### config.mk
export PLATFORM = sky130hd
export DESIGN_NAME = mem_bus_arbiter_flat
export DESIGN_NICKNAME = d
export VERILOG_FILES = /design/src/rtl/mem_bus_pkg.sv /design/src/rtl/mem_bus_arbiter_if.sv /design/src/rtl/mem_bus_arbiter_rr_arbiter2.sv /design/src/rtl/mem_bus_arbiter.sv /design/src/flat_wrapper.sv
export SDC_FILE = /design/constraint.sdc
export NUM_CORES = 1
export LEC_CHECK = 0
export BUFFER_PORTS_ARGS = -buffer_cell sky130_fd_sc_hd__buf_2
export CAP_MARGIN = 20
export CELL_PAD_IN_SITES_DETAIL_PLACEMENT = 1
export CELL_PAD_IN_SITES_GLOBAL_PLACEMENT = 1
export CORE_ASPECT_RATIO = 1.1
export CORE_MARGIN = 1.5
export CORE_UTILIZATION = 30
export CTS_CLUSTER_DIAMETER = 200
export DETAILED_ROUTE_END_ITERATION = 12
export PLACE_DENSITY_LB_ADDON = 0.1
export RECOVER_POWER = 100
export SLEW_MARGIN = 15
export SYNTH_ARGS = -nofsm -noshare
export SYNTH_HDL_FRONTEND = slang
export SYNTH_SLANG_ARGS = --single-unit
### constraint.sdc
create_clock -name clk -period 4.3 [get_ports clk]
set_clock_uncertainty 0.1 [all_clocks]
set_input_delay 0.645 -clock clk [delete_from_list [all_inputs] [get_ports clk]]
set_output_delay 0.645 -clock clk [all_outputs]
set_load 0.05 [all_outputs]
### src/rtl/mem_bus_pkg.sv
// Shared definitions for the two-master PicoRV32 memory bus arbiter:
// FSM encoding, timeout read data and request bundle sizing.
package mem_bus_pkg;

    localparam logic [1:0] ST_IDLE = 2'd0;
    localparam logic [1:0] ST_BUSY = 2'd1;
    localparam logic [1:0] ST_RESP = 2'd2;

    localparam logic [31:0] ERR_DATA_DEFAULT = 32'hDEAD_BEEF;

    typedef enum logic {
        MASTER_0 = 1'b0,
        MASTER_1 = 1'b1
    } master_e;

    // Packed request is {instr, addr, wdata, wstrb}.
    function automatic int req_width(input int addr_width, input int data_width);
        return addr_width + data_width + data_width / 8 + 1;
    endfunction

endpackage

### src/rtl/mem_bus_arbiter_if.sv
// Native PicoRV32 memory bus (valid/ready/addr/wdata/wstrb/rdata) bundle.
// "master" issues requests, "slave" answers them.
interface mem_bus_if #(
    parameter int ADDR_WIDTH = 32,
    parameter int DATA_WIDTH = 32
);
    logic                      valid;
    logic                      instr;
    logic [ADDR_WIDTH-1:0]     addr;
    logic [DATA_WIDTH-1:0]     wdata;
    logic [DATA_WIDTH/8-1:0]   wstrb;
    logic                      ready;
    logic [DATA_WIDTH-1:0]     rdata;

    modport master (
        output valid, instr, addr, wdata, wstrb,
        input  ready, rdata
    );

    modport slave (
        input  valid, instr, addr, wdata, wstrb,
        output ready, rdata
    );
endinterface

### src/rtl/mem_bus_arbiter_rr_arbiter2.sv
// Combinational two-way round-robin pick: on a tie the master that did not
// win last time is chosen.
module rr_arbiter2
    import mem_bus_pkg::*;
(
    input  logic [1:0] req,
    input  logic       last_grant,
    output logic       gnt_valid,
    output logic       gnt_id
);

    always_comb begin
        gnt_valid = |req;
        if (req == 2'b11) begin
            gnt_id = (last_grant == MASTER_0) ? MASTER_1 : MASTER_0;
        end else begin
            gnt_id = req[1];
        end
    end

endmodule

### src/rtl/mem_bus_arbiter.sv
// Two-master, one-slave round-robin arbiter with a single outstanding
// transaction and a watchdog that force-completes unacknowledged accesses.
module mem_bus_arbiter
    import mem_bus_pkg::*;
#(
    parameter int                    ADDR_WIDTH     = 32,
    parameter int                    DATA_WIDTH     = 32,
    parameter int                    TIMEOUT_CYCLES = 255,
    parameter logic [DATA_WIDTH-1:0] ERR_DATA       = DATA_WIDTH'(ERR_DATA_DEFAULT)
) (
    input  logic      clk,
    input  logic      reset,
    mem_bus_if.slave  m0,
    mem_bus_if.slave  m1,
    mem_bus_if.master s,
    output logic      grant_id,
    output logic      busy,
    output logic      timeout_err
);

    localparam int STRB_W = DATA_WIDTH / 8;
    localparam int REQ_W  = req_width(ADDR_WIDTH, DATA_WIDTH);
    localparam int WD_W   = (TIMEOUT_CYCLES == 0) ? 1 : $clog2(TIMEOUT_CYCLES + 1);

    localparam logic [WD_W-1:0] WD_LIMIT = WD_W'(TIMEOUT_CYCLES);
    localparam logic [WD_W-1:0] WD_MAX   = {WD_W{1'b1}};

    logic [1:0]            state_q, state_d;
    logic                  grant_q, grant_d;
    logic                  last_grant_q, last_grant_d;
    logic [REQ_W-1:0]      req_q, req_d;
    logic [WD_W-1:0]       wd_q, wd_d;
    logic [DATA_WIDTH-1:0] m0_rdata_q, m0_rdata_d;
    logic [DATA_WIDTH-1:0] m1_rdata_q, m1_rdata_d;
    logic                  timeout_err_q, timeout_err_d;

    logic [REQ_W-1:0]      m0_req, m1_req;
    logic [WD_W-1:0]       wd_inc;
    logic                  pick_valid, pick_id;

    assign m0_req = {m0.instr, m0.addr, m0.wdata, m0.wstrb};
    assign m1_req = {m1.instr, m1.addr, m1.wdata, m1.wstrb};

    rr_arbiter2 u_rr (
        .req        ({m1.valid, m0.valid}),
        .last_grant (last_grant_q),
        .gnt_valid  (pick_valid),
        .gnt_id     (pick_id)
    );

    // Saturating so a disabled or very slow watchdog can never wrap.
    assign wd_inc = (wd_q == WD_MAX) ? wd_q : wd_q + WD_W'(1);

    always_comb begin
        state_d       = state_q;
        grant_d       = grant_q;
        last_grant_d  = last_grant_q;
        req_d         = req_q;
        wd_d          = wd_q;
        m0_rdata_d    = m0_rdata_q;
        m1_rdata_d    = m1_rdata_q;
        timeout_err_d = timeout_err_q;

        case (state_q)
            ST_IDLE: begin
                if (pick_valid) begin
                    grant_d      = pick_id;
                    last_grant_d = pick_id;
                    req_d        = (pick_id == MASTER_1) ? m1_req : m0_req;
                    wd_d         = '0;
                    state_d      = ST_BUSY;
                end
            end
            ST_BUSY: begin
                if (s.ready) begin
                    if (grant_q == MASTER_1) m1_rdata_d = s.rdata;
                    else                     m0_rdata_d = s.rdata;
                    state_d = ST_RESP;
                end else begin
                    wd_d = wd_inc;
                    if ((TIMEOUT_CYCLES != 0) && (wd_inc >= WD_LIMIT)) begin
                        if (grant_q == MASTER_1) m1_rdata_d = ERR_DATA;
                        else                     m0_rdata_d = ERR_DATA;
                        timeout_err_d = 1'b1;
                        state_d       = ST_RESP;
                    end
                end
            end
            ST_RESP: begin
                state_d = ST_IDLE;
            end
            default: begin
                state_d = ST_IDLE;
            end
        endcase
    end

    always_ff @(posedge clk or posedge reset) begin
        if (reset) begin
            state_q       <= ST_IDLE;
            grant_q       <= MASTER_0;
            last_grant_q  <= MASTER_1;
            req_q         <= '0;
            wd_q          <= '0;
            m0_rdata_q    <= '0;
            m1_rdata_q    <= '0;
            timeout_err_q <= 1'b0;
        end else begin
            state_q       <= state_d;
            grant_q       <= grant_d;
            last_grant_q  <= last_grant_d;
            req_q         <= req_d;
            wd_q          <= wd_d;
            m0_rdata_q    <= m0_rdata_d;
            m1_rdata_q    <= m1_rdata_d;
            timeout_err_q <= timeout_err_d;
        end
    end

    assign s.valid = (state_q == ST_BUSY);
    assign s.instr = req_q[REQ_W-1];
    assign s.addr  = req_q[REQ_W-2 -: ADDR_WIDTH];
    assign s.wdata = req_q[DATA_WIDTH+STRB_W-1 -: DATA_WIDTH];
    assign s.wstrb = req_q[STRB_W-1:0];

    assign m0.ready = (state_q == ST_RESP) && (grant_q == MASTER_0);
    assign m1.ready = (state_q == ST_RESP) && (grant_q == MASTER_1);
    assign m0.rdata = m0_rdata_q;
    assign m1.rdata = m1_rdata_q;

    assign grant_id    = grant_q;
    assign busy        = (state_q != ST_IDLE);
    assign timeout_err = timeout_err_q;

endmodule

### src/flat_wrapper.sv
// flat-port wrapper written by rule: the top's interface ports become plain ports
module mem_bus_arbiter_flat import mem_bus_pkg::*;
#(
    parameter int                    ADDR_WIDTH     = 32,
    parameter int                    DATA_WIDTH     = 32,
    parameter int                    TIMEOUT_CYCLES = 255,
    parameter logic [DATA_WIDTH-1:0] ERR_DATA       = DATA_WIDTH'(ERR_DATA_DEFAULT)
)
  (clk, reset, grant_id, busy, timeout_err, m0_valid, m0_instr, m0_addr, m0_wdata, m0_wstrb, m0_ready, m0_rdata, m1_valid, m1_instr, m1_addr, m1_wdata, m1_wstrb, m1_ready, m1_rdata, s_valid, s_instr, s_addr, s_wdata, s_wstrb, s_ready, s_rdata);
  mem_bus_if #(.ADDR_WIDTH(ADDR_WIDTH), .DATA_WIDTH(DATA_WIDTH)) m0_i ();
  mem_bus_if #(.ADDR_WIDTH(ADDR_WIDTH), .DATA_WIDTH(DATA_WIDTH)) m1_i ();
  mem_bus_if #(.ADDR_WIDTH(ADDR_WIDTH), .DATA_WIDTH(DATA_WIDTH)) s_i ();
  input  logic clk;
  input  logic reset;
  output logic grant_id;
  output logic busy;
  output logic timeout_err;
  input wire logic [$bits(m0_i.valid)-1:0] m0_valid;
  input wire logic [$bits(m0_i.instr)-1:0] m0_instr;
  input wire logic [$bits(m0_i.addr)-1:0] m0_addr;
  input wire logic [$bits(m0_i.wdata)-1:0] m0_wdata;
  input wire logic [$bits(m0_i.wstrb)-1:0] m0_wstrb;
  output wire logic [$bits(m0_i.ready)-1:0] m0_ready;
  output wire logic [$bits(m0_i.rdata)-1:0] m0_rdata;
  input wire logic [$bits(m1_i.valid)-1:0] m1_valid;
  input wire logic [$bits(m1_i.instr)-1:0] m1_instr;
  input wire logic [$bits(m1_i.addr)-1:0] m1_addr;
  input wire logic [$bits(m1_i.wdata)-1:0] m1_wdata;
  input wire logic [$bits(m1_i.wstrb)-1:0] m1_wstrb;
  output wire logic [$bits(m1_i.ready)-1:0] m1_ready;
  output wire logic [$bits(m1_i.rdata)-1:0] m1_rdata;
  output wire logic [$bits(s_i.valid)-1:0] s_valid;
  output wire logic [$bits(s_i.instr)-1:0] s_instr;
  output wire logic [$bits(s_i.addr)-1:0] s_addr;
  output wire logic [$bits(s_i.wdata)-1:0] s_wdata;
  output wire logic [$bits(s_i.wstrb)-1:0] s_wstrb;
  input wire logic [$bits(s_i.ready)-1:0] s_ready;
  input wire logic [$bits(s_i.rdata)-1:0] s_rdata;
  assign m0_i.valid = m0_valid;
  assign m0_i.instr = m0_instr;
  assign m0_i.addr = m0_addr;
  assign m0_i.wdata = m0_wdata;
  assign m0_i.wstrb = m0_wstrb;
  assign m0_ready = m0_i.ready;
  assign m0_rdata = m0_i.rdata;
  assign m1_i.valid = m1_valid;
  assign m1_i.instr = m1_instr;
  assign m1_i.addr = m1_addr;
  assign m1_i.wdata = m1_wdata;
  assign m1_i.wstrb = m1_wstrb;
  assign m1_ready = m1_i.ready;
  assign m1_rdata = m1_i.rdata;
  assign s_valid = s_i.valid;
  assign s_instr = s_i.instr;
  assign s_addr = s_i.addr;
  assign s_wdata = s_i.wdata;
  assign s_wstrb = s_i.wstrb;
  assign s_i.ready = s_ready;
  assign s_i.rdata = s_rdata;
  mem_bus_arbiter #(.ADDR_WIDTH(ADDR_WIDTH), .DATA_WIDTH(DATA_WIDTH), .TIMEOUT_CYCLES(TIMEOUT_CYCLES), .ERR_DATA(ERR_DATA)) u_core (.clk(clk), .reset(reset), .m0(m0_i), .m1(m1_i), .s(s_i), .grant_id(grant_id), .busy(busy), .timeout_err(timeout_err));
endmodule
==> key figures, run 1 <==
Worst setup path
  – Capturing point of the worst reg2reg path: u_core.m1.rdata[14]
  – Crit-path cells: clkbuf_1 > o21ai_1 > buf_12 > o21ai_0
  – Crit-path slowest cell: o21ai_1
  – CP Capture Type: register
  – Setup CP Type: in2reg
  – CP peak stage delay: 1.77 ns
  – Crit path DAT: 3.19 ns
  – R2R Path Start: u_core.state_q[1]
  – Reg2reg setup slack: 1.32 ns
  – Critical path required time: 4.47 ns
  – Buf+Inv Stages, Crit Path: 2
  – Critical Path Start Type: input pin
  – Worst r2r path cells: 6
  – CP delay by family, top: compound AO/OA/AOI/OAI gates
  – CP max FO: 106

Floorplanning
  – Die area: 23500 um2
  – Row cnt: 57
  – # IOs: 314
  – Starting Density: 30.6%
  – Die outline height: 160 um
  – Core area: 22100 um2
  – Die Wd: 146 um

Flow run
  – Max Cap Violations: 3

Logic synthesis
  – Cell count after synthesis: between 700 and 800
  – Top cells by area, synth: dfrtp_1, mux2i_1, nand2_1
  – Synth cell types: 39
  – Synthesized cell area: around 6800 um2
  – #FFs+latches synth: 146
  – Syn avg cell area: 9.02 um2
  – Yosys top cell by area: dfrtp_1
  – Syn nets: 926
  – Synth warn: 0
  – Seq/Total Area, Yosys: between 50% and 60%
  – Share of the synthesized area in the top cell type: 53.7%

Status
  – Status: finished, violations left
  – Violated checks: capacitance limit, slew limit

Power and ir drop
  – Cell-internal power: 3660 uW
  – Seq pwr share: 29.8%
  – Switch share: 53.7%
  – Clock power frac: 19.8%
  – Lkg Pwr: 0.00418 uW
  – Comb power frac: roughly half
  – Psw: 4240 uW
  – Final Power: slightly below 8000 uW
  – Pwr/cell area: 874 nW/um2
  – Worst vdd ir: 314 uV

Finish
  – Commonest non-fill, non-tap cell in the layout: buf_2
  – Area Overhead vs Synth: 33.6%
  – Final nets: roughly 1200
  – Share of cells above drive strength 1: 20.5%
  – Post-route cell area: 9030 um2
  – Most frequent cells in the layout: buf_2, dfrtp_1, clkbuf_1
  – Final Util: 40.9%

Detailed routing
  – Initial drt markers: around 270
  – Total Wirelength: about 23 mm
  – Detail Route Antenna Nets: 0
  – Vias per cell: between 4 and 5
  – Post-DR wirelength/cell: roughly 17 um
  – Via count: 6307
  – Drt first pass iters: 4
  – DRC: 0

Global route
  – Grt ovf: 0
  – Number of global-route vias before repair: approximately 6400
  – First-pass GRT wire length: 35.7 mm
  – Largest net degree at the start of global routing: about 150
  – Initial antenna violation count: 0
  – Global Route Usage Sum: around 19%

STA
  – Final max-slew violation count: 235
  – Normalized max-slew margin: -57.6%
  – Max Fclk: 332 MHz
  – Final Critical Period: around 3.0 ns
  – Final setup TNS: 0 ns
  – Final worst setup slack: 1.28 ns
  – Setup violators final: 0
  – Count of final hold-check violations: 0
  – Final Cycle Share: a little over two thirds
  – RSZ-0062 raised after global routing: false
  – Worst Max-Slew Pin Slew: 2.35 ns

CTS
  – Post-CTS sizing: 0
  – Hold buffers post-CTS: 0
  – Worst-case clock buffer depth: 2
  – Clock edge transition at the registers on the reported setup and hold paths: 0.06 ns
  – CTS tree: built
  – Root Driver: clkbuf_16
  – CTS H-tree lvls: 4
  – Num CTS Buffers: 17
  – Worst-Skew Late Latency: 0.41 ns
  – Clock sinks: 146
  – Setup repair bufs after CTS: 0

Place
  – DP HPWL: 16.3 mm
  – Port-buffer cells: 313
  – Worst slack, placed: around 1.5 ns
  – Dpl cell area: 8600 um2
  – Gpl congestion: approximately 0.76

Hold path
  – Hold Path Stages: 2
  – Worst min path class: in2reg
  – Hold Startpoint: m0_valid
  – Hold EP: u_core.last_grant_q
[final cells by class]
class	instances	area, um2
clock inverter	13	174
sequential	146	3650
timing repair buffer	320	1470
inverter	6	26.3
tap	295	369
antenna	2	5.00
fill	2704	13100
multi-input combinational	546	2890
clock buffer	19	443
[synthesized netlist by cell type]
cell type / n
dfrtp_1: 145
nand2_1: 135
nor2_1: 109
o21ai_0: 96
a21oi_1: 78
mux2i_1: 70
clkbuf_1: 34
buf_2: 17
o21ai_1: 17
nand3_1: 6
inv_1: 5
nor3_1: 5
a211oi_1: 2
a311oi_1: 2
and3_1: 2
and3b_1: 2
nand4_1: 2
nor4_1: 2
a21bo_2: 1
a21boi_0: 1
a21o_1: 1
a22o_1: 1
a311o_1: 1
a31oi_1: 1
a41oi_1: 1
and2_1: 1
buf_1: 1
clkinv_1: 1
dfstp_2: 1
ha_1: 1
nand2b_1: 1
nand3b_1: 1
nor3b_1: 1
o2111a_1: 1
o211a_1: 1
o21bai_1: 1
o31ai_1: 1
o32a_1: 1
or3b_2: 1
[layer usage]
metal | track usage, % | vias up | routed length [um]
met4 | 4.96 | 0 | 209
li1 | - | 3130 | -
met1 | 25.0 | 2959 | 9940
met3 | 4.97 | 15 | 1400
met2 | 32.3 | 203 | 11000
met5 | 0 | - | 0
[kinds of logic (layout without fill, tap and decap cells)]
family                     Yosys count  in the layout  synth area share (%)
muxes                               70             70                  10.4
AOI/OAI and AO/OA                  207            207                  16.2
other                                0              2                     0
buffers and inverters               58            358                  3.53
and+or+nand+nor                    268            268                  15.7
adders and majority gates            1              1                 0.185
DFF                                146            146                  54.0
[worst max-delay path by stage]
stage,from,endpoint,slack (ns),depth (start not counted)
after floorplan,reset,u_core.grant_id,1.72,1
after global placement,u_core.wd_q[0],u_core.state_q[0],1.51,6
after detailed placement,u_core.wd_q[0],u_core.m1.rdata[1],1.51,6
after CTS,u_core.wd_q[0],u_core.m1.rdata[1],1.52,6
after global routing,m1_valid,u_core.wd_q[3],0.83,4
final,m1_valid,u_core.req_q[23],1.28,4
[flip-flops by register name, summed over array words and instances, names as in the netlist]
register	cells
u_core.grant_id	1
u_core.state_q	2
u_core.req_q	69
u_core.last_grant_q	1
u_core.m1.rdata	32
u_core.timeout_err	1
u_core.m0.rdata	32
u_core.wd_q	8
[metrics by stage]
stage,hold WS [ns],instances
global route,0.335,1345
global placement,0.357,1312
finish,0.352,1347
detailed placement,0.365,1312
floorplan,0.403,750
CTS,0.347,1344
[power by group through the flow]
stage	registers (uW)	logic [uW]	clock network, uW
final	2350	3980	1570
after floorplan	4260	1150	0
after global placement	2330	4180	0
after detailed placement	2360	4230	0
after global routing	2440	4280	1670
after CTS	2340	4220	1610
No activity file was read; power rests on OpenSTA's default activity.
==> inputs of run 2 (changes only) <==
--- a/config.mk
+++ b/config.mk
@@ -5,13 +5,14 @@
 export SDC_FILE = /design/constraint.sdc
 export NUM_CORES = 1
 export LEC_CHECK = 0
+export ABC_AREA = 1
 export BUFFER_PORTS_ARGS = -buffer_cell sky130_fd_sc_hd__buf_2
 export CAP_MARGIN = 20
 export CELL_PAD_IN_SITES_DETAIL_PLACEMENT = 1
 export CELL_PAD_IN_SITES_GLOBAL_PLACEMENT = 1
 export CORE_ASPECT_RATIO = 1.1
 export CORE_MARGIN = 1.5
-export CORE_UTILIZATION = 30
+export CORE_UTILIZATION = 33
 export CTS_CLUSTER_DIAMETER = 200
 export DETAILED_ROUTE_END_ITERATION = 12
 export PLACE_DENSITY_LB_ADDON = 0.1
==> constraint.sdc (replaced) <==
create_clock -name clk -period 3.05 [get_ports clk]
set_clock_uncertainty 0.1 [all_clocks]
set_input_delay 0.4575 -clock clk [delete_from_list [all_inputs] [get_ports clk]]
set_output_delay 0.4575 -clock clk [all_outputs]
set_load 0.05 [all_outputs]
==> run 2 against run 1 <==
Compared with the run above: the run still ends with capacitance limit, slew limit left; synthesized cell count rose by 7.5%; final cell count grew 1.6%; worst setup slack worse by 0.71 ns; sequential power grew 45%; sequential cell count unchanged; core utilization is 3.9 points higher; clock-buffer cell count is 1 lower; via count rose by 4.9%; worst hold slack worse by 0.14 ns; power increased by 49%; area after synthesis fell by 1.9%; register-to-register slack got worse by 0.74 ns.
==> key figures, run 2 <==
Hold path
  – Hold Startpoint: m1_addr[6] (was m0_valid)
  – Hold EP: u_core.req_q[42] (was u_core.last_grant_q)
  – Worst min path class: in2reg (unchanged)
  – Hold Path Stages: 3 (was 2)

Finish
  – Final Util: 44.7% (was 40.9%)
  – FF+latch area: 3650 um2 (unchanged)
  – Most frequent cells in the layout: nand2_1, buf_2, o21ai_0 (was buf_2, dfrtp_1, clkbuf_1)
  – Final nets: 1279 (was 1213)
  – Share of cells above drive strength 1: 23.8% (was 20.5%)
  – Multi-input logic area: 2650 um2 (was 2890 um2)
  – Commonest non-fill, non-tap cell in the layout: nand2_1 (was buf_2)
  – Fill cells: 2534 (was 2704)
  – Max FFs per register: 69 (unchanged)
  – Reg with most FFs: u_core.req_q (unchanged)
  – Area Overhead vs Synth: 33.4% (was 33.6%)

Status
  – Status: finished, violations left (unchanged)
  – Violated checks: capacitance limit, slew limit (unchanged)

Floorplanning
  – Die Wd: 138 um (was 146 um)
  – Starting Density: 33.5% (was 30.6%)
  – Row cnt: 54 (was 57)
  – # IOs: 314 (unchanged)
  – Die outline height: 152 um (was 160 um)
  – Die area: 21000 um2 (was 23500 um2)
  – Core area: 19800 um2 (was 22100 um2)

Global route
  – Global Route Usage Sum: 22.8% (was 19.4%)
  – Grt ovf: 0 (unchanged)
  – Largest net degree at the start of global routing: 74 (was 147)
  – First-pass GRT wire length: 37.5 mm (was 35.7 mm)
  – Initial antenna violation count: 3 (was 0)
  – Number of global-route vias before repair: 6940 (was 6392)

CTS
  – Setup repair bufs after CTS: 0 (unchanged)
  – Root Driver: clkbuf_16 (unchanged)
  – CTS H-tree lvls: 4 (unchanged)
  – Worst-Skew Late Latency: 0.41 ns (about the same)
  – Clock edge transition at the registers on the reported setup and hold paths: 0.07 ns (was 0.06 ns)
  – Num CTS Buffers: 17 (unchanged)
  – Clock sinks: 146 (unchanged)
  – CTS tree: built (unchanged)
  – Hold buffers post-CTS: 0 (unchanged)
  – Post-CTS sizing: 0 (unchanged)
  – Worst-case clock buffer depth: 2 (unchanged)

Power and ir drop
  – Worst vdd ir: 637 uV (was 314 uV)
  – Cell-internal power: 5240 uW (was 3660 uW)
  – Pwr/cell area: 1330 nW/um2 (was 874 nW/um2)
  – Lkg Pwr: 0.00437 uW (was 0.00418 uW)
  – Seq pwr share: 28.8% (was 29.8%)
  – Psw: 6530 uW (was 4240 uW)
  – Clock power frac: 18.6% (was 19.8%)
  – Comb power frac: 52.5% (was 50.4%)
  – Switch share: 55.5% (was 53.7%)

STA
  – RSZ-0062 raised after global routing: false (unchanged)
  – Setup violators final: 0 (unchanged)
  – Final Critical Period: 2.47 ns
  – Final setup TNS: 0 ns (unchanged)
  – Final max-slew violation count: 1 (was 235)
  – Count of final hold-check violations: 0 (unchanged)
  – Worst Max-Slew Pin Slew: 1.49 ns (was 2.35 ns)
  – Max Fclk: 404 MHz
  – Final Cycle Share: 81.1%
  – Normalized max-slew margin: -0.0658% (was -57.6%)

Worst setup path
  – Worst r2r path cells: 12 (was 6)
  – Reg2reg setup slack: 0.58 ns (was 1.32 ns)
  – CP Capture Type: register (unchanged)
  – Capturing point of the worst reg2reg path: u_core.m0.rdata[18] (was u_core.m1.rdata[14])
  – Crit path DAT: 2.67 ns (was 3.19 ns)
  – Setup CP Type: reg2reg (was in2reg)
  – R2R Path Start: u_core.wd_q[1] (was u_core.state_q[1])
  – CP max FO: 32 (was 106)
  – Critical path required time: 3.25 ns (was 4.47 ns)
  – Critical Path Start Type: register (was input pin)

Logic synthesis
  – Cell count after synthesis: 806 (was 750)
  – Seq/Total Area, Yosys: 55.1% (was 54.0%)
  – Yosys top cell by area: dfrtp_1 (unchanged)
  – Synth top cells by count: nand2_1, o21ai_0, dfrtp_1 (was dfrtp_1, nand2_1, nor2_1)
  – Top cells by area, synth: dfrtp_1, nand2_1, o21ai_0 (was dfrtp_1, mux2i_1, nand2_1)
  – Top FF cell, synth: dfrtp_1 (unchanged)
  – Syn avg cell area: 8.24 um2 (was 9.02 um2)
  – #FFs+latches synth: 146 (unchanged)
  – Share of the synthesized area in the top cell type: 54.7% (was 53.7%)
  – Async S/R FF share, synth: 100% (unchanged)
  – Synth warn: 0 (unchanged)
  – Count leader, synth: nand2_1 (was dfrtp_1)
  – EDFF count, synth: 0 (unchanged)
  – Synth cell types: 27 (was 39)
  – Syn nets: 982 (was 926)
  – Synthesized cell area: 6640 um2 (was 6760 um2)

Place
  – DP HPWL: 17.1 mm (was 16.3 mm)
  – Gpl congestion: 0.824 (was 0.765)
  – Port-buffer cells: 313 (unchanged)

Detailed routing
  – Drt first pass iters: 6 (was 4)
  – Total Wirelength: 23.8 mm (was 22.5 mm)
  – Detail Route Antenna Nets: 0 (unchanged)
  – Via count: 6619 (was 6307)
  – Initial drt markers: 255 (was 266)
  – Post-DR wirelength/cell: 17.4 um (was 16.7 um)
  – Vias per cell: 4.83 (was 4.68)
  – DRC: 0 (unchanged)

Flow run
  – Max Cap Violations: 1 (was 3)
-- run 2: cell types whose count changed after synthesis, moves of 8 or more --
cell,before,now
nand2_1,135,250
a21oi_1,78,1
mux2i_1,70,0
o21ai_0,96,149
nand3_1,6,54
nor2_1,109,78
or2_2,0,24
inv_1,5,23
o21ai_1,17,2
nand3_2,0,10
buf_2,17,9
-- run 2: critical path, cell delays in order (launching register included) --
cell,delay (ns)
dfrtp_1,0.40
ha_1,0.22
nand3_1,0.14
nor2_1,0.11
o21ai_0,0.09
nand2_1,0.10
nand2_1,0.07
nor2_1,0.11
nand2_1,0.12
nand2_4,0.16
nand2_2,0.43
nand2_1,0.22
nand2_1,0.07
-- run 2: cell families after synthesis --
group                      synth area share [%]
DFF                                        55.1
adders and majority gates                 0.188
and+or+nand+nor                            27.8
AOI/OAI and AO/OA                          11.8
buffers and inverters                      5.16
-- run 2: worst max path at each step --
stage                               from                  end  slack, ns  depth (start not counted)
after floorplan                    reset      u_core.grant_id       0.66                          1
after global placement    u_core.wd_q[0]  u_core.m0.rdata[11]       0.68                         12
after detailed placement  u_core.wd_q[1]  u_core.m0.rdata[19]       0.61                         12
after CTS                 u_core.wd_q[1]  u_core.m0.rdata[18]       0.55                         12
after global routing      u_core.wd_q[1]  u_core.m0.rdata[20]       0.23                         12
final                     u_core.wd_q[1]  u_core.m0.rdata[18]       0.58                         12
-- run 2: layout make-up --
class / instances / area share [%]
diodes: 1 / 0.0283
clock buffers: 18 / 4.85
clock inverters: 14 / 2.02
inverters: 25 / 1.07
multi-input cells: 585 / 30.0
flip-flops and latches: 146 / 41.3
well taps: 252 / 3.56
repair buffers: 328 / 17.2
-- run 2: stage by stage --
step	cells	cell area [um2]	hold slack (ns)	total power [uW]	setup WS, ns
floorplan	806	6640	0.344	8060	0.660
global placement	1336	8460	0.350	9810	0.677
detailed placement	1336	8460	0.354	9910	0.605
CTS	1368	9060	0.0795	12200	0.549
global route	1368	8850	0.204	12500	0.231
finish	1369	8860	0.214	11800	0.577
-- run 2: layer usage --
metal / track usage (%) / wire length, um / part of all wire [%]
met5: 0 / 27 / 0.11
met4: 7.95 / 559 / 2.3
met3: 7.70 / 1730 / 7.3
met2: 39.9 / 12000 / 50
met1: 26.3 / 9530 / 40
-- run 2: power by group through the flow --
| stage | sequential [uW] | combinational [uW] | clock, uW |
|---|---|---|---|
| floorplan | 6440 | 1610 | 0 |
| global placement | 3360 | 6450 | 0 |
| detailed placement | 3380 | 6530 | 0 |
| CTS | 3380 | 6530 | 2250 |
| global route | 3520 | 6640 | 2320 |
| finish | 3400 | 6180 | 2190 |
==> inputs of run 3 (changes only) <==
--- a/config.mk
+++ b/config.mk
@@ -5,14 +5,14 @@
 export SDC_FILE = /design/constraint.sdc
 export NUM_CORES = 1
 export LEC_CHECK = 0
-export ABC_AREA = 1
+export ABC_AREA = 0
 export BUFFER_PORTS_ARGS = -buffer_cell sky130_fd_sc_hd__buf_2
 export CAP_MARGIN = 20
 export CELL_PAD_IN_SITES_DETAIL_PLACEMENT = 1
 export CELL_PAD_IN_SITES_GLOBAL_PLACEMENT = 1
 export CORE_ASPECT_RATIO = 1.1
 export CORE_MARGIN = 1.5
-export CORE_UTILIZATION = 33
+export CORE_UTILIZATION = 30
 export CTS_CLUSTER_DIAMETER = 200
 export DETAILED_ROUTE_END_ITERATION = 12
 export PLACE_DENSITY_LB_ADDON = 0.1
==> constraint.sdc (replaced) <==
create_clock -name clk -period 2.2 [get_ports clk]
set_clock_uncertainty 0.1 [all_clocks]
set_input_delay 0.33 -clock clk [delete_from_list [all_inputs] [get_ports clk]]
set_output_delay 0.33 -clock clk [all_outputs]
set_load 0.05 [all_outputs]
==> run 3 against run 2 <==
Compared with the run above: the flow now finishes without violations; global-route usage fell by 3.7 points; final cell count barely moved; sequential cell count did not move; routed wire length fell by 6.7%; critical path depth fell by 6; via count fell by 3.7%; non-clock buffer count rose by 15; critical endpoint is now u_core.m1.rdata[4]; largest cell class unchanged.
==> key figures, run 3 (synthesis gave the netlist of run 1 again) <==
Power and ir drop
  – Switch share: 54.0% (was 55.5%)
  – Psw: 8310 uW (was 6530 uW)
  – Worst vdd ir: 549 uV (was 637 uV)
  – Comb power frac: 51.8% (was 52.5%)
  – Cell-internal power: 7070 uW (was 5240 uW)
  – Pwr/cell area: 1660 nW/um2 (was 1330 nW/um2)
  – Seq pwr share: 29.7% (was 28.8%)
  – Clock power frac: 18.5% (was 18.6%)
  – Lkg Pwr: 0.00432 uW (was 0.00437 uW)

CTS
  – Clock sinks: 146 (unchanged)
  – Worst-Skew Late Latency: 0.42 ns (was 0.41 ns)
  – Worst-case clock buffer depth: 2 (unchanged)
  – Clock edge transition at the registers on the reported setup and hold paths: 0.07 ns (about the same)
  – CTS H-tree lvls: 4 (unchanged)
  – Root Driver: clkbuf_16 (unchanged)
  – Setup repair bufs after CTS: 0 (unchanged)
  – CTS tree: built (unchanged)
  – Num CTS Buffers: 17 (unchanged)

Finish
  – Most frequent cells in the layout: buf_2, dfrtp_1, clkbuf_1 (was nand2_1, buf_2, o21ai_0)
  – Commonest non-fill, non-tap cell in the layout: buf_2 (was nand2_1)
  – Area Overhead vs Synth: 37.3% (was 33.4%)
  – Multi-input logic area: 2910 um2 (was 2650 um2)
  – FF+latch area: 3660 um2 (was 3650 um2)
  – Final nets: 1236 (was 1279)
  – Reg with most FFs: u_core.req_q (unchanged)
  – # diodes: 0 (was 1)
  – Post-route cell area: 9290 um2 (was 8860 um2)
  – Max FFs per register: 69 (unchanged)
  – Share of cells above drive strength 1: 23.3% (was 23.8%)
  – Fill cells: 2756 (was 2534)

Hold path
  – Worst min path class: in2reg (unchanged)
  – Hold Startpoint: s_rdata[17] (was m1_addr[6])

STA
  – Normalized max-slew margin: 11.3% (was -0.0658%)
  – Setup violators final: 0 (unchanged)
  – RSZ-0062 raised after global routing: true (was false)
  – Max Fclk: 489 MHz (was 404 MHz)
  – Final max-slew violation count: 0 (was 1)
  – Worst Max-Slew Pin Slew: 1.32 ns (was 1.49 ns)
  – Count of final hold-check violations: 0 (unchanged)
  – Hold slack: 0.0333 ns (was 0.214 ns)
  – Final Critical Period: 2.05 ns (was 2.47 ns)
  – Final Cycle Share: 93.0% (was 81.1%)

Floorplanning
  – Row cnt: 57 (was 54)
  – Die Wd: 146 um (was 138 um)
  – # IOs: 314 (unchanged)
  – Die area: 23500 um2 (was 21000 um2)
  – Starting Density: 30.6% (was 33.5%)
  – Die outline height: 160 um (was 152 um)
  – Core area: 22100 um2 (was 19800 um2)

Place
  – Gpl congestion: 0.808 (was 0.824)
  – Dpl cell area: 8890 um2 (was 8460 um2)
  – DP HPWL: 16.7 mm (was 17.1 mm)
  – Port-buffer cells: 313 (unchanged)

Global route
  – GRT met2 Usage: 31.4% (was 39.9%)
  – GRT busiest layer: met2 (unchanged)
  – First-pass GRT wire length: 35.3 mm (was 37.5 mm)
  – Grt ovf: 0 (unchanged)
  – Global Route Usage Sum: 19.1% (was 22.8%)
  – Met1 Resource Use GR: 24.4% (was 26.3%)
  – Initial antenna violation count: 0 (was 3)
  – M3 GR Usage: 5.06% (was 7.70%)
  – Number of global-route vias before repair: 6495 (was 6940)
  – Largest net degree at the start of global routing: 143 (was 74)

Worst setup path
  – CP Launch Point: u_core.wd_q[0] (was u_core.wd_q[1])
  – Crit path DAT: 2.24 ns (was 2.67 ns)
  – Critical Path Start Type: register (unchanged)
  – CP Capture Type: register (unchanged)
  – CP max FO: 10 (was 32)
  – Setup CP Type: reg2reg (unchanged)
  – R2R Path Start: u_core.wd_q[0] (was u_core.wd_q[1])
  – Critical path required time: 2.39 ns (was 3.25 ns)

Status
  – Status: complete, no violations (was finished, violations left)

Detailed routing
  – Via count: 6375 (was 6619)
  – Vias per cell: 4.66 (was 4.83)
  – DRC: 0 (unchanged)
  – Initial drt markers: 219 (was 255)
  – Drt first pass iters: 4 (was 6)
  – Detail Route Antenna Nets: 0 (unchanged)
  – Total Wirelength: 22.2 mm (was 23.8 mm)
  – Post-DR wirelength/cell: 16.2 um (was 17.4 um)

Flow run
  – Max Cap Violations: 0 (was 1)
[run 3: worst paths after layout]
check | depth (start not counted) | endpoint | slack (ns)
worst min-delay path | 3 | u_core.m1.rdata[17] | 0.03
max in group asynchronous | 4 | u_core.req_q[5] | 0.31
min in group asynchronous | 3 | u_core.m0.rdata[10] | 0.65
worst min register to register | 2 | u_core.req_q[5] | 0.38
worst max-delay path | 6 | u_core.m1.rdata[4] | 0.15
worst max register to register | 6 | u_core.m1.rdata[4] | 0.15
[run 3: stage by stage]
stage | setup TNS [ns] | total power, uW | instances | utilization [%] | setup WS [ns]
after floorplan | -9.02 | 10600 | 750 | - | -0.0622
after CTS | 0 | 15900 | 1368 | 42.9 | 0.0296
after global placement | 0 | 12900 | 1335 | 40.2 | 0.0676
after global routing | -0.00732 | 16400 | 1368 | 42.0 | -0.00651
final | 0 | 15400 | 1368 | 42.0 | 0.154
after detailed placement | 0 | 13000 | 1335 | 40.2 | 0.0341
[run 3: repair_timing]
item | CTS | global route
endpoints found under the setup margin | 0 | 55
hold buffers | 1 | 0
resized for setup | 0 | 3
endpoints found under the hold margin | 18 | 0
[run 3: layout make-up]
cell class	instances	area share, %
Timing Repair Buffer	343	18.8
Tap cell	295	3.97
Inverter	6	0.256
Sequential cell	146	39.4
Clock buffer	20	4.92
Multi-Input combinational cell	546	31.4
Clock inverter	12	1.32
[run 3: worst max-delay path, stage by stage, from the launching register on]
cell,delay (ns)
dfrtp_1,0.38
ha_2,0.25
a21bo_2,0.22
a211oi_1,0.24
o32a_1,0.23
and3b_1,0.37
o21ai_0,0.14
[run 3: layer usage]
metal | vias to the layer above | part of all wire (%)
li1 | 3168 | -
met1 | 2973 | 44
met2 | 208 | 48
met3 | 26 | 6.3
met4 | 0 | 2.0
met5 | - | 0
[run 3: power by group through the flow]
stage          clock [uW]  sequential [uW]  combinational [uW]
6_report             2840             4560                7970
5_1_grt              3060             4740                8560
4_1_cts              2940             4550                8440
3_5_place_dp            0             4580                8430
3_3_place_gp            0             4530                8360
2_1_floorplan           0             8320                2240
